### config.mk
export PLATFORM = sky130hd
export DESIGN_NAME = demux_1a4_buffered
export DESIGN_NICKNAME = d
export VERILOG_FILES = /design/src/rtl/demux_1a4_buffered.sv
export SDC_FILE = /design/constraint.sdc
export NUM_CORES = 1
export LEC_CHECK = 0
export CAP_MARGIN = 40
export CORE_MARGIN = 4
export CORE_UTILIZATION = 43
export CTS_CLUSTER_SIZE = 14
export DETAILED_ROUTE_END_ITERATION = 10
export GPL_TIMING_DRIVEN = 0
export PLACE_DENSITY = 0.78
export SYNTH_ARGS = -nofsm -noshare
export SYNTH_HDL_FRONTEND = slang
export SYNTH_SLANG_ARGS = --single-unit
export TNS_END_PERCENT = 20
### constraint.sdc
create_clock -name Clk -period 1.7 [get_ports Clk]
set_input_delay 0.425 -clock Clk [delete_from_list [all_inputs] [get_ports Clk]]
set_output_delay 0.425 -clock Clk [all_outputs]
set_load 0.03 [all_outputs]
### src/rtl/demux_1a4_buffered.sv
// Registered 1-to-4 demultiplexer with per-channel valid/ready handshake and one-word buffers.
// Optional per-channel saturating transfer counters are enabled by defining DEMUX_COUNT_EN.
module demux_1a4_buffered #(
    parameter int WIDTH       = 8,
    parameter int COUNT_WIDTH = 8
) (
    input  logic                   Clk,
    input  logic                   Reset_n,
    input  logic [1:0]             Selector,
    input  logic                   In_valid,
    output logic                   In_ready,
    input  logic [WIDTH-1:0]       In_data,
    output logic [3:0]             Out_valid,
    input  logic [3:0]             Out_ready,
    output logic [WIDTH-1:0]       Out_data0,
    output logic [WIDTH-1:0]       Out_data1,
    output logic [WIDTH-1:0]       Out_data2,
    output logic [WIDTH-1:0]       Out_data3
`ifdef DEMUX_COUNT_EN
    ,
    input  logic                   Clear_counts,
    output logic [COUNT_WIDTH-1:0] Count0,
    output logic [COUNT_WIDTH-1:0] Count1,
    output logic [COUNT_WIDTH-1:0] Count2,
    output logic [COUNT_WIDTH-1:0] Count3
`endif
);

    typedef enum logic {
        CH_EMPTY = 1'b0,
        CH_FULL  = 1'b1
    } ch_state_t;

    logic                 accept;
    logic [3:0]           load;
    logic [WIDTH-1:0]     ch_data [4];

    // A full channel can still take a word if its consumer drains it in the same cycle.
    assign In_ready = ~Out_valid[Selector] | Out_ready[Selector];
    assign accept   = In_valid & In_ready;

    always_comb begin
        load = 4'b0000;
        if (accept) begin
            load[Selector] = 1'b1;
        end
    end

    generate
        for (genvar gi = 0; gi < 4; gi++) begin : g_ch
            ch_state_t        state_q, state_d;
            logic [WIDTH-1:0] data_q, data_d;

            always_comb begin
                state_d = state_q;
                data_d  = data_q;
                case (state_q)
                    CH_EMPTY: begin
                        if (load[gi]) begin
                            state_d = CH_FULL;
                            data_d  = In_data;
                        end
                    end
                    CH_FULL: begin
                        if (load[gi]) begin
                            data_d = In_data;
                        end else if (Out_ready[gi]) begin
                            state_d = CH_EMPTY;
                        end
                    end
                    default: state_d = CH_EMPTY;
                endcase
            end

            always_ff @(posedge Clk or negedge Reset_n) begin
                if (!Reset_n) begin
                    state_q <= CH_EMPTY;
                    data_q  <= '0;
                end else begin
                    state_q <= state_d;
                    data_q  <= data_d;
                end
            end

            assign Out_valid[gi] = (state_q == CH_FULL);
            assign ch_data[gi]   = data_q;
        end
    endgenerate

    assign Out_data0 = ch_data[0];
    assign Out_data1 = ch_data[1];
    assign Out_data2 = ch_data[2];
    assign Out_data3 = ch_data[3];

`ifdef DEMUX_COUNT_EN
    logic [COUNT_WIDTH-1:0] cnt [4];

    generate
        for (genvar gi = 0; gi < 4; gi++) begin : g_cnt
            logic [COUNT_WIDTH-1:0] count_q, count_d;

            // Clear wins over a same-cycle increment; the count sticks at all-ones.
            always_comb begin
                count_d = count_q;
                if (Clear_counts) begin
                    count_d = '0;
                end else if (load[gi] && (count_q != {COUNT_WIDTH{1'b1}})) begin
                    count_d = count_q + 1'b1;
                end
            end

            always_ff @(posedge Clk or negedge Reset_n) begin
                if (!Reset_n) begin
                    count_q <= '0;
                end else begin
                    count_q <= count_d;
                end
            end

            assign cnt[gi] = count_q;
        end
    endgenerate

    assign Count0 = cnt[0];
    assign Count1 = cnt[1];
    assign Count2 = cnt[2];
    assign Count3 = cnt[3];
`endif

endmodule

Word-level counts from Yosys, hierarchy flattened --
Index checks and enable logic that the tools add are counted.
Word-level totals: bits in registers 36, input port bits 17, output and inout bits 37, word-level logic and storage cells 45
Cells by class: order comparisons 2, muxes and demuxes 27, bitwise logic cells 7, reductions and logical operators 1
Operator list (number):
- 8-bit 2-to-1 mux | 4
- 1-bit 2-to-1 mux | 15
- 1-bit one-hot mux with 2 select lines | 4
- 1-bit inverter | 5
- 1-bit binary-select mux with 2-bit select | 2
- 4-bit 2-to-1 mux | 1
- 2-bit by 3-bit less-than comparator with 1-bit output (second input constant) | 1
- 1-bit demux with 2-bit select | 1
- 2-bit by 1-bit greater-or-equal comparator with 1-bit output (second input constant) | 1
- 1-bit bitwise AND | 1
- 1-bit logical AND | 1
- 1-bit OR | 1

Logic depth before layout (Yosys ltp) --
Gate-level depths: netlist (run 1).
word-level depth 8, gate-level depth with buffers 5, gate-level depth less buffers 3

Least setup slack after synthesis (run 1) --
Ideal clock, no wire load.
kind input to output, start input port Selector[0], end output port In_ready, arrival time 1.197 ns, required time 1.275 ns, setup slack 0.078 ns, stages on the path 2, path buffers 1, path through buf_2 -> mux4_2
On the way: longest elaborated chain between the ends 4
RTL lines:
- start, declared | line 9 | input logic [1:0] Selector,
- 1-bit binary-select mux with 2-bit select | line 39 | assign In_ready = ~Out_valid[Selector] | Out_ready[Selector];
- 1-bit 2-to-1 mux (not written as such) | line 39
- 1-bit inverter | line 39
- 1-bit OR (*) | line 39
- end, declared | line 11 | output logic In_ready,
Mark *: on every way between the ends. The rest lies on a longest branch, timed or not. The select of a mux whose other input is x is not followed.

Worst setup path in the final report (run 1) --
start register g_ch[3].state_q, end output port In_ready
On the way: longest elaborated chain between the ends 4
RTL lines:
- start, declared | line 51 | ch_state_t state_q, state_d;
- start signal, assigned | line 80 | state_q <= state_d;
- 1-bit binary-select mux with 2-bit select | line 39
- 1-bit 2-to-1 mux (not written as such) | line 39
- 1-bit inverter | line 39
- 1-bit OR | line 39
No other way between the ends. The select of a mux whose other input is x is not followed.

==> results of run 1 <==
-- kinds of logic after synthesis --
group                  share of synthesized area
buffers and inverters                    0.03147
AO/OA/AOI/OAI                           0.003493
flip-flops                                0.6294
AND/OR/NAND/NOR                          0.06818
multiplexers                              0.2675
-- area by class of cell --
cell class | instances | area (µm²)
Buffer | 7 | 47.55
Fill cell | 253 | 1017
Timing Repair Buffer | 58 | 508.0
Clock buffer | 6 | 41.29
Sequential cell | 36 | 900.9
Multi-Input combinational cell | 49 | 523.0
Clock inverter | 2 | 35.03
Tap cell | 44 | 55.05
-- flip-flops by register name (all words and copies together), names as in the netlist --
name	count
Out_data2	8
Out_data0	8
Out_data3	8
g_ch.state_q	4
Out_data1	8
-- what timing repair did --
item	CTS	global route
setup buffers	4	2
endpoints found under the setup margin	53	20
pin swaps	0	1
resized for setup	54	5
gates cloned	0	0
-- layer usage --
metal / up-vias / wire length (µm)
li1: 451 / -
met1: 496 / 1274
met2: 36 / 1659
met3: 6 / 305
met4: 0 / 40
met5: - / 0
-- through the flow --
stage	TNS, ps	area, µm²	hold slack [ps]
3_3_place_gp	-28850	2007	487.1
4_1_cts	-302.3	2092	172.4
6_report	-172.4	2111	148.6
5_1_grt	-210.8	2111	207.3
2_1_floorplan	0	1431	129.4
3_5_place_dp	-11030	2002	493.8
-- cell usage in the layout (no fill, tap or decap), types with 3 or more instances in the layout --
master	n
dlygate4sd2_1	37
clkbuf_4	5
buf_4	14
nand2_1	5
mux2_2	32
buf_2	3
nand2b_4	4
clkdlybuf4s50_1	9
dfrtp_1	36
-- Yosys cell counts, drive strengths merged --
cell	count
and3	1
buf	7
dfrtp	36
mux2	32
mux4	1
nand2	5
nand2b	4
nand3	1
nand3b	1
nor2b	2
nor3b	1
o21ai	1
-- worst max-delay path, delay by kind of cell, from the launching register on --
kind / cells / cell delay [ps]
AND/OR/NAND/NOR: 1 / 70
flip-flops: 1 / 410
buffers and inverters: 1 / 160
multiplexers: 1 / 480
-- power breakdown --
part           switching, µW  total (µW)  internal (µW)  leakage [µW]
Clock                    278         586            308     0.0000422
Combinational            524         872            348      0.000536
Sequential              85.5        1110           1020      0.000431
-- path summary, 6_finish.rpt --
check                                start         endpoint  slack, ps
max                        g_ch[3].state_q         In_ready       -170
min                                Reset_n     Out_data2[5]        150
max reg2reg                g_ch[3].state_q     Out_data3[7]        260
min reg2reg                   Out_data0[2]     Out_data0[2]        510
max in group asynchronous          Reset_n     Out_data3[7]       1070
min in group Clk               Selector[0]  g_ch[1].state_q        390
==> metrics.cfg, run 1 <==
[global_route]
grt_use_met1 = 0.1935
grt_pass1_vias = 1172
grt_util_met2 = 0.2966
use_met3 = 0.08376
busiest_layer = met2
grt_overflow = 0
grt_max_degree = 37
grt_pass1_wl_um = 5589
antenna_found_initial = 0
track_usage = 0.1743

[clocking]
cts_tree = done
cts_root_buffer = clkbuf_4
cts_sinks = 36
insertion_delay_ps = 340
clockBufferDepth = 2
cts_hold_buf = 0
cts_buffers = 5
h-tree-depth = 2
clk_pin_slew_ps = 110

[detailed_routing]
wl_um = 3280
vias = 989
post-route-drc-count = 0
drt_pre_antenna_iters = 3
routedWlPerCell_um = 16.24
drt_iter0_drc = 28
route.antenna.remaining_nets = 0
via_per_inst = 4.896

[synthesis]
netlist.top_cell.by_area = dfrtp_1
ys.warnings.count = 0
mappedNetlistNets = 109
synth.area.top_cells = dfrtp_1, mux2_2, buf_4, nand2b_1, mux4_2
synth.avg_cell_area_um2 = 15.56
yosysTopAreaCellShare = 0.6294
ys_ff_latch = 36
ys_types = 13
yosysSeqAreaShare = 0.6294
synth_area_um2 = 1431
syn-instance-count = 92

[floorplan]
coreArea_um2 = 3128
die-area_um2 = 4316
ios = 54
die_x_um = 65.70
rows = 20
die_h_um = 65.70
start_util = 0.4576

[setup_path]
crit_chain = nand2b_4 -> mux4_2 -> buf_6
cp_data_required_time_ps = 1270
cp_max_fo = 2
endpoint_kind = output port
cp_data_arrival_time_ps = 1450
crit_type = flop to output port
slowest_delay_ps = 480
cpMaxStageDelayCell = mux4_2
worstRegToRegCells = 5
start_kind = flop

[layout]
areaGrowthSynthToFinish_pct = 47.46
final_core_util = 0.6748
instances_no_fill = 202
nets = 174
diodes = 0
drive_above_1_share = 0.4114

[timing]
setup_ws_ps = -172.4
rsz0062_at_grt = true
tightest_slew_ps = 761.4
finalClockSkew_ps = 9.494
slew_viol_final = 0
hold_violations = 0
max_freq_ghz = 0.5341
fin_crit_sh = 1.101
maxSlewHeadroom = 0.4924
finalCriticalPeriod_ps = 1872
setup_viol = 1

[run_status]
violations = setup timing
status = finished with violations

[pwr]
p_total_uw = 2567
p_per_area_nw_per_um2 = 1216
ir_drop_uv = 829.7
p_leak_uw = 0.001009

[placement]
gp_congestion = 0.7195
dpl.hpwl_um = 2309
placedCellCount = 188
port_buffers = 52
dp_slack_ps = -811.3

[min_path]
hold_path.class = input port to async pin

[flow_run]
drv_cap = 0

Note: power is estimated with default switching activity, not from simulation.
==> run 2: changes to the inputs <==
--- a/config.mk
+++ b/config.mk
@@ -5,12 +5,14 @@
 export SDC_FILE = /design/constraint.sdc
 export NUM_CORES = 1
 export LEC_CHECK = 0
+export ABC_AREA = 0
 export CAP_MARGIN = 40
 export CORE_MARGIN = 4
 export CORE_UTILIZATION = 43
 export CTS_CLUSTER_SIZE = 14
 export DETAILED_ROUTE_END_ITERATION = 10
 export GPL_TIMING_DRIVEN = 0
+export HOLD_SLACK_MARGIN = 0.03
 export PLACE_DENSITY = 0.78
 export SYNTH_ARGS = -nofsm -noshare
 export SYNTH_HDL_FRONTEND = slang
==> results of run 2 <==
Same layout as run 1: the final DEF is identical, and so are final timing and power.
